`config.mk`:
```
export PLATFORM = sky130hd
export DESIGN_NAME = card_shoe
export DESIGN_NICKNAME = d
export VERILOG_FILES = /design/src/rtl/card_shoe.sv
export SDC_FILE = /design/constraint.sdc
export NUM_CORES = 1
export LEC_CHECK = 0
export CAP_MARGIN = 20
export CORE_ASPECT_RATIO = 0.75
export CORE_MARGIN = 2
export CORE_UTILIZATION = 55
export DETAILED_ROUTE_END_ITERATION = 16
export PLACE_DENSITY = 0.75
export SLEW_MARGIN = 25
export SYNTH_ARGS = -nofsm -noshare
export SYNTH_HDL_FRONTEND = slang
export SYNTH_SLANG_ARGS = --single-unit
```
`constraint.sdc`:
```
create_clock -name clock -period 5.55 [get_ports clock]
set_input_delay 0.8325 -clock clock [delete_from_list [all_inputs] [get_ports clock]]
set_output_delay 0.8325 -clock clock [all_outputs]
set_load 0.005 [all_outputs]
```
`src/rtl/card_shoe.sv`:
```
// rtl/card_shoe.sv - multi-channel round-robin card dealer with finite shoe
module card_shoe #(
  parameter int NUM_CH   = 2,
  parameter int CARD_MAX = 10,
  parameter int COPIES   = 4,
  parameter int CARD_W   = 5
) (
  input  logic                                  clock,
  input  logic                                  reset,
  input  logic [NUM_CH-1:0]                     draw,
  input  logic                                  shuffle,
  output logic [NUM_CH*CARD_W-1:0]              card_out,
  output logic [NUM_CH-1:0]                     card_valid,
  output logic [$clog2(CARD_MAX*COPIES+1)-1:0]  cards_left,
  output logic                                  deck_empty
);

  localparam int LEFT_W = $clog2(CARD_MAX*COPIES+1);
  localparam int REM_W  = $clog2(COPIES+1);
  localparam int RANK_W = $clog2(CARD_MAX+1);
  localparam int CH_W   = (NUM_CH > 1) ? $clog2(NUM_CH) : 1;

  localparam logic [LEFT_W-1:0] FULL_SHOE = LEFT_W'(CARD_MAX*COPIES);
  localparam logic [RANK_W-1:0] RANK_TOP  = RANK_W'(CARD_MAX);
  localparam logic [REM_W-1:0]  REM_FULL  = REM_W'(COPIES);

  typedef enum logic {IDLE, SEARCH} state_t;

  state_t              state_q, state_d;
  logic [RANK_W-1:0]   rank_q;
  logic [RANK_W-1:0]   cand_q, cand_d;
  logic [RANK_W-1:0]   cand_idx;
  logic [CH_W-1:0]     grant_q, grant_d;
  logic [CH_W-1:0]     rr_ptr_q, rr_ptr_d;
  logic [CH_W-1:0]     idx;
  logic                found;
  logic [NUM_CH-1:0]   draw_q;
  logic [NUM_CH-1:0]   pending_q, pending_d;
  logic [NUM_CH-1:0]   grant_mask;
  logic [NUM_CH-1:0]   card_valid_q;
  logic [LEFT_W-1:0]   cards_left_q, cards_left_d;
  logic [REM_W-1:0]    remaining_q [CARD_MAX];
  logic [CARD_W-1:0]   card_q [NUM_CH];
  logic                deliver;
  logic                dec_en;
  logic [CARD_W-1:0]   deliver_val;

  assign cand_idx   = cand_q - 1'b1;
  assign grant_mask = NUM_CH'(1) << grant_q;

  // Arbitration, rank search and shuffle override
  always_comb begin
    state_d     = state_q;
    cand_d      = cand_q;
    grant_d     = grant_q;
    rr_ptr_d    = rr_ptr_q;
    deliver     = 1'b0;
    dec_en      = 1'b0;
    deliver_val = '0;
    found       = 1'b0;
    idx         = '0;
    case (state_q)
      IDLE: begin
        for (int j = 0; j < NUM_CH; j++) begin
          idx = CH_W'((int'(rr_ptr_q) + j) % NUM_CH);
          if (!found && pending_q[idx]) begin
            found   = 1'b1;
            grant_d = idx;
          end
        end
        if (found) begin
          cand_d   = rank_q;
          state_d  = SEARCH;
          rr_ptr_d = (int'(grant_d) == NUM_CH-1) ? '0 : grant_d + 1'b1;
        end
      end
      SEARCH: begin
        if (cards_left_q == '0) begin
          deliver = 1'b1;
          state_d = IDLE;
        end else if (remaining_q[cand_idx] != '0) begin
          deliver     = 1'b1;
          dec_en      = 1'b1;
          deliver_val = CARD_W'(cand_q);
          state_d     = IDLE;
        end else begin
          cand_d = (cand_q == RANK_TOP) ? RANK_W'(1) : cand_q + 1'b1;
        end
      end
      default: state_d = IDLE;
    endcase
    // A shuffle abandons any grant in flight; its pending bit survives for a re-grant
    if (shuffle) begin
      state_d  = IDLE;
      cand_d   = cand_q;
      grant_d  = grant_q;
      rr_ptr_d = rr_ptr_q;
      deliver  = 1'b0;
      dec_en   = 1'b0;
    end
  end

  // Pending requests: new rising edges win over the clear of a delivered grant
  always_comb begin
    pending_d = (pending_q & ~(deliver ? grant_mask : '0)) | (draw & ~draw_q);
    if (shuffle)     cards_left_d = FULL_SHOE;
    else if (dec_en) cards_left_d = cards_left_q - 1'b1;
    else             cards_left_d = cards_left_q;
  end

  // Control state, rank counter and per-channel output registers
  always_ff @(posedge clock) begin
    if (reset) begin
      state_q      <= IDLE;
      rank_q       <= RANK_W'(1);
      cand_q       <= RANK_W'(1);
      grant_q      <= '0;
      rr_ptr_q     <= '0;
      draw_q       <= '0;
      pending_q    <= '0;
      card_valid_q <= '0;
      cards_left_q <= FULL_SHOE;
      for (int i = 0; i < NUM_CH; i++) card_q[i] <= '0;
    end else begin
      state_q      <= state_d;
      rank_q       <= (rank_q == RANK_TOP) ? RANK_W'(1) : rank_q + 1'b1;
      cand_q       <= cand_d;
      grant_q      <= grant_d;
      rr_ptr_q     <= rr_ptr_d;
      draw_q       <= draw;
      pending_q    <= pending_d;
      card_valid_q <= deliver ? grant_mask : '0;
      cards_left_q <= cards_left_d;
      if (deliver) card_q[grant_q] <= deliver_val;
    end
  end

  // Remaining-copies table: refilled on reset or shuffle, decremented per dealt card
  always_ff @(posedge clock) begin
    if (reset || shuffle) begin
      for (int r = 0; r < CARD_MAX; r++) remaining_q[r] <= REM_FULL;
    end else if (dec_en) begin
      remaining_q[cand_idx] <= remaining_q[cand_idx] - 1'b1;
    end
  end

  // Flatten per-channel card registers onto the output bus
  always_comb begin
    card_out = '0;
    for (int i = 0; i < NUM_CH; i++) card_out[i*CARD_W +: CARD_W] = card_q[i];
  end

  assign card_valid = card_valid_q;
  assign cards_left = cards_left_q;
  assign deck_empty = (cards_left_q == '0);

endmodule

```
==> impl_results.rst <==
.. list-table::
   :header-rows: 1

   * - Metric
     - Value
   * - Maximum number of pins on one net before global-route repair
     - 24
   * - Dominant synthesized flop cell
     - sky130_fd_sc_hd__edfxtp_1
   * - Most common cell after layout, fill and taps aside
     - sky130_fd_sc_hd__edfxtp_1
   * - Hold depth
     - 1
   * - CORE AREA
     - ~6800 um^2
   * - Number of non-filler instances in the completed layout
     - around 400
   * - Largest cells by area after synthesis
     - sky130_fd_sc_hd__edfxtp_1 44%, sky130_fd_sc_hd__dfxtp_1 12%, sky130_fd_sc_hd__mux4_2 7.7%
   * - Clock insertion delay at the later pin of the skew report
     - roughly 350 ps
   * - Total power density per cell area
     - between 200 and 300 nW/um^2
   * - Portion of the post-synthesis area used by sequential elements
     - 0.561
   * - Sequential cell fraction of total power
     - 0.558
   * - Clock share of power
     - 0.287
   * - Synth-to-Final Area Change
     - 9.38%
   * - Final weighted congestion in routability-driven placement
     - around 0.85
   * - Largest delay share family, worst path
     - adder cells
   * - Total negative slack
     - 0 ps
   * - Share of Yosys cell area claimed by the top area cell type
     - 0.441
   * - Number of buffers inserted during clock tree synthesis
     - 9
   * - Fraction of final layout cells sized beyond drive strength 1
     - 0.154
   * - Hold slack
     - around 430 ps
   * - Slew margin rel.
     - 0.376
   * - Fin. max-slew vios
     - 0
   * - Buffering stage count on the worst path with inverters included
     - 2
   * - Via count
     - ~2,500
   * - Comb power frac
     - 0.155
   * - Count of flip-flops with a built-in enable after synthesis
     - 56
   * - Maximum ir drop on the vdd rail
     - 0.160 mV
   * - Antenna diode count
     - 0
   * - Switching Power
     - roughly 0.32 mW
   * - WL final
     - 7660 um
   * - Slowest library cell on the worst path
     - sky130_fd_sc_hd__ha_1
   * - Most frequent cells in the layout
     - 56 x sky130_fd_sc_hd__edfxtp_1, 26 x sky130_fd_sc_hd__nor3_1, 23 x sky130_fd_sc_hd__dfxtp_1
   * - Maximum clock frequency
     - between 200 and 250 MHz
   * - Synthesized instance count
     - 305
   * - Count of H-tree levels built during CTS
     - 3
   * - Max stage delay on crit path
     - between 700 and 800 ps
   * - Number of max-cap violations
     - 0
   * - Number of global-route vias before repair
     - ~2,300
   * - Number of nets still failing antenna checks after routing
     - 0
   * - Drt wl/cell
     - approximately 19 um
   * - Worst flop-to-flop path endpoint
     - remaining_q[6][2]
   * - Switching power as a share of total power
     - 0.270
   * - Clock transition time at the flip-flop clock pins of the worst setup and hold paths
     - around 80 ps
   * - Setup crit start kind
     - flop
   * - Initial DRC count
     - 174
   * - Transition time at the pin with the least slew margin
     - 933 ps
   * - Die H
     - approximately 76 um
   * - Ratio of routed vias to standard cells
     - approximately 6.1
   * - Leakage power summed over all cells
     - about 1.4 nW
   * - Maximum clock skew at final layout
     - 8.17 ps
   * - Register-to-Register Path Depth
     - 11
   * - Post-synthesis instance area
     - ~3800 um^2
   * - Sequence of cells on the critical path
     - inv_1 -> ha_1 -> mux4_2 -> mux4_2 -> inv_1 -> ha_1 -> ha_1 -> or3b_4 -> a211oi_4 -> nand3_2 -> o31ai_1
   * - Unique cell type count in the Yosys netlist
     - 50
   * - HPWL after DPL
     - about 5400 um
   * - Global Route Usage Sum
     - 0.213
   * - Fraction of registers with async set or reset after synthesis
     - 0
   * - Final Hold Viols
     - 0
   * - Number of buffers inserted by hold repair at cts
     - 0
   * - DIE AREA
     - 7630 um^2
   * - Tmin final
     - ~5000 ps
   * - Register-to-Register Setup Slack
     - roughly 560 ps
   * - End of the worst hold path
     - pending_q[0]
   * - TritonCTS clock tree
     - built
   * - Die boundary width
     - 100 um
   * - Crit path DAT
     - about 5000 ps
   * - CTS Sinks
     - slightly below 80
   * - First-pass GRT wire length
     - between 10,000 and 15,000 um
   * - Most frequent cell on the critical path
     - sky130_fd_sc_hd__ha_1
   * - Total of fill cells in the finished design
     - approximately 540
   * - Total number of placement rows
     - 26
   * - Grt ovf
     - 0
   * - Initial antenna violation count
     - 0
   * - Worst EP required
     - approximately 5500 ps
   * - Seq cells post-synth
     - 79
   * - Number of remaining DRC errors
     - 0
   * - Type of the worst setup path
     - reg2reg
   * - Setup crit end kind
     - flop
   * - Clk buf depth
     - 2
   * - Mapped Avg Cell Area
     - around 13 um^2
   * - Total design power
     - approximately 1.2 mW
   * - Drt first pass iters
     - 4
   * - Setup violations, final
     - 0
   * - Setup repair after global routing missed its margin
     - false
   * - Gates resized, CTS repair
     - 0
   * - Startpoint of the worst-slack reg-to-reg timing path
     - cand_q[0]
   * - Starting density of the core
     - 0.564
   * - Ports placed on the boundary
     - 24
   * - Period utilisation layout
     - 0.899
   * - Leading area contributor after synthesis
     - sky130_fd_sc_hd__edfxtp_1
   * - Total Nets Final
     - 329
   * - Run status
     - completed
   * - Number of post-CTS setup repair buffers
     - 0
   * - Cell count after placement
     - slightly below 400
   * - Number of input and output port buffers inserted
     - 21
   * - Worst-path fanout max
     - 16
   * - Clock root buffer
     - sky130_fd_sc_hd__clkbuf_8
   * - Worst Hold Launch
     - draw_q[0]
   * - Total number of yosys warnings
     - 0
   * - Kind of path behind the tightest hold check
     - reg2reg
   * - Internal
     - roughly 0.87 mW
==> worst register-to-register path, delay by kind of cell, from the launching register on <==
family / cells / cell delay [ps]
flip-flops: 1 / 630
buffers and inverters: 2 / 240
AO/OA/AOI/OAI: 2 / 1090
adder cells (fa/ha/maj): 3 / 1180
multiplexers: 2 / 680
AND/OR/NAND/NOR: 2 / 820
==> per-layer routing <==
| layer | GRT usage | up-vias | wire [um] |
|---|---|---|---|
| met5 | 0 | - | 0 |
| met4 | 0.0644 | 0 | 40 |
| met3 | 0.0679 | 4 | 660 |
| met2 | 0.271 | 90 | 3240 |
| met1 | 0.343 | 1211 | 3720 |
| li1 | - | 1165 | - |
==> registers in the layout, summed over array words and instances (netlist names), 2 cells and up <==
| register | count |
|---|---|
| card_valid | 2 |
| card_q | 8 |
| cards_left | 6 |
| draw_q | 2 |
| pending_q | 2 |
| remaining_q | 48 |
| rank_q | 4 |
| cand_q | 4 |
==> cells in the mapped netlist, drive strengths merged (2+ instances only) <==
cell / n
o31ai: 7
a211oi: 3
nand4: 4
nor4: 4
and3: 6
nand2b: 2
ha: 9
xor2: 6
nor2: 20
nand2: 17
mux2: 3
or2: 3
or3: 7
o21ai: 5
clkbuf: 13
o311ai: 3
nor3: 30
dfxtp: 23
or3b: 2
nor2b: 4
edfxtp: 56
a21oi: 7
a32oi: 2
inv: 13
a221oi: 2
nand3: 7
a31oi: 2
xnor2: 5
nor3b: 5
mux4: 13
o32ai: 2
buf: 12
==> stage by stage <==
stage,cell area [um^2],setup WS [ps],utilization
3_3_place_gp,4020,827,0.594
2_1_floorplan,3820,933,-
5_1_grt,4170,261,0.617
6_report,4170,559,0.617
4_1_cts,4170,583,0.617
3_5_place_dp,4020,627,0.594
==> kinds of logic (layout without fill, tap and decap cells) <==
family | count (synthesis) | in the layout | share of synthesized area
AOI/OAI and AO/OA | 38 | 38 | 0.0774
xor gates and xnor gates | 11 | 11 | 0.0253
adders and majority gates | 9 | 9 | 0.0295
buffers and inverters | 38 | 50 | 0.0462
DFF | 79 | 79 | 0.561
muxes | 16 | 16 | 0.0856
other | 1 | 2 | 0.000983
and+or+nand+nor | 113 | 113 | 0.173
==> power groups by stage <==
stage	Sequential [mW]	Clock [mW]	Combinational, mW
final	0.669	0.343	0.186
after global routing	0.672	0.373	0.203
after detailed placement	0.682	0	0.184
after CTS	0.669	0.354	0.185
after global placement	0.681	0	0.180
after floorplan	0.671	0	0.146
==> area by class of cell <==
class / count / area (um^2) / area share
tap: 84 / 105 / 0.0252
timing repair buffer: 23 / 225 / 0.0540
clock buffer: 9 / 124 / 0.0297
clock inverter: 5 / 27.5 / 0.00660
multi-input combinational: 189 / 1500 / 0.360
inverter: 13 / 48.8 / 0.0117
sequential: 79 / 2140 / 0.513
==> how the worst max path moves through the flow <==
stage               startpoint                 to  cells past startpoint
finish               cand_q[0]  remaining_q[6][2]                     11
global route         cand_q[0]  remaining_q[6][2]                     11
CTS                  cand_q[0]  remaining_q[6][2]                     11
detailed placement   cand_q[0]  remaining_q[6][1]                     11
global placement     cand_q[0]  remaining_q[1][1]                     11
floorplan            cand_q[0]  remaining_q[4][0]                     18
Power figures use the tool's default switching activity.
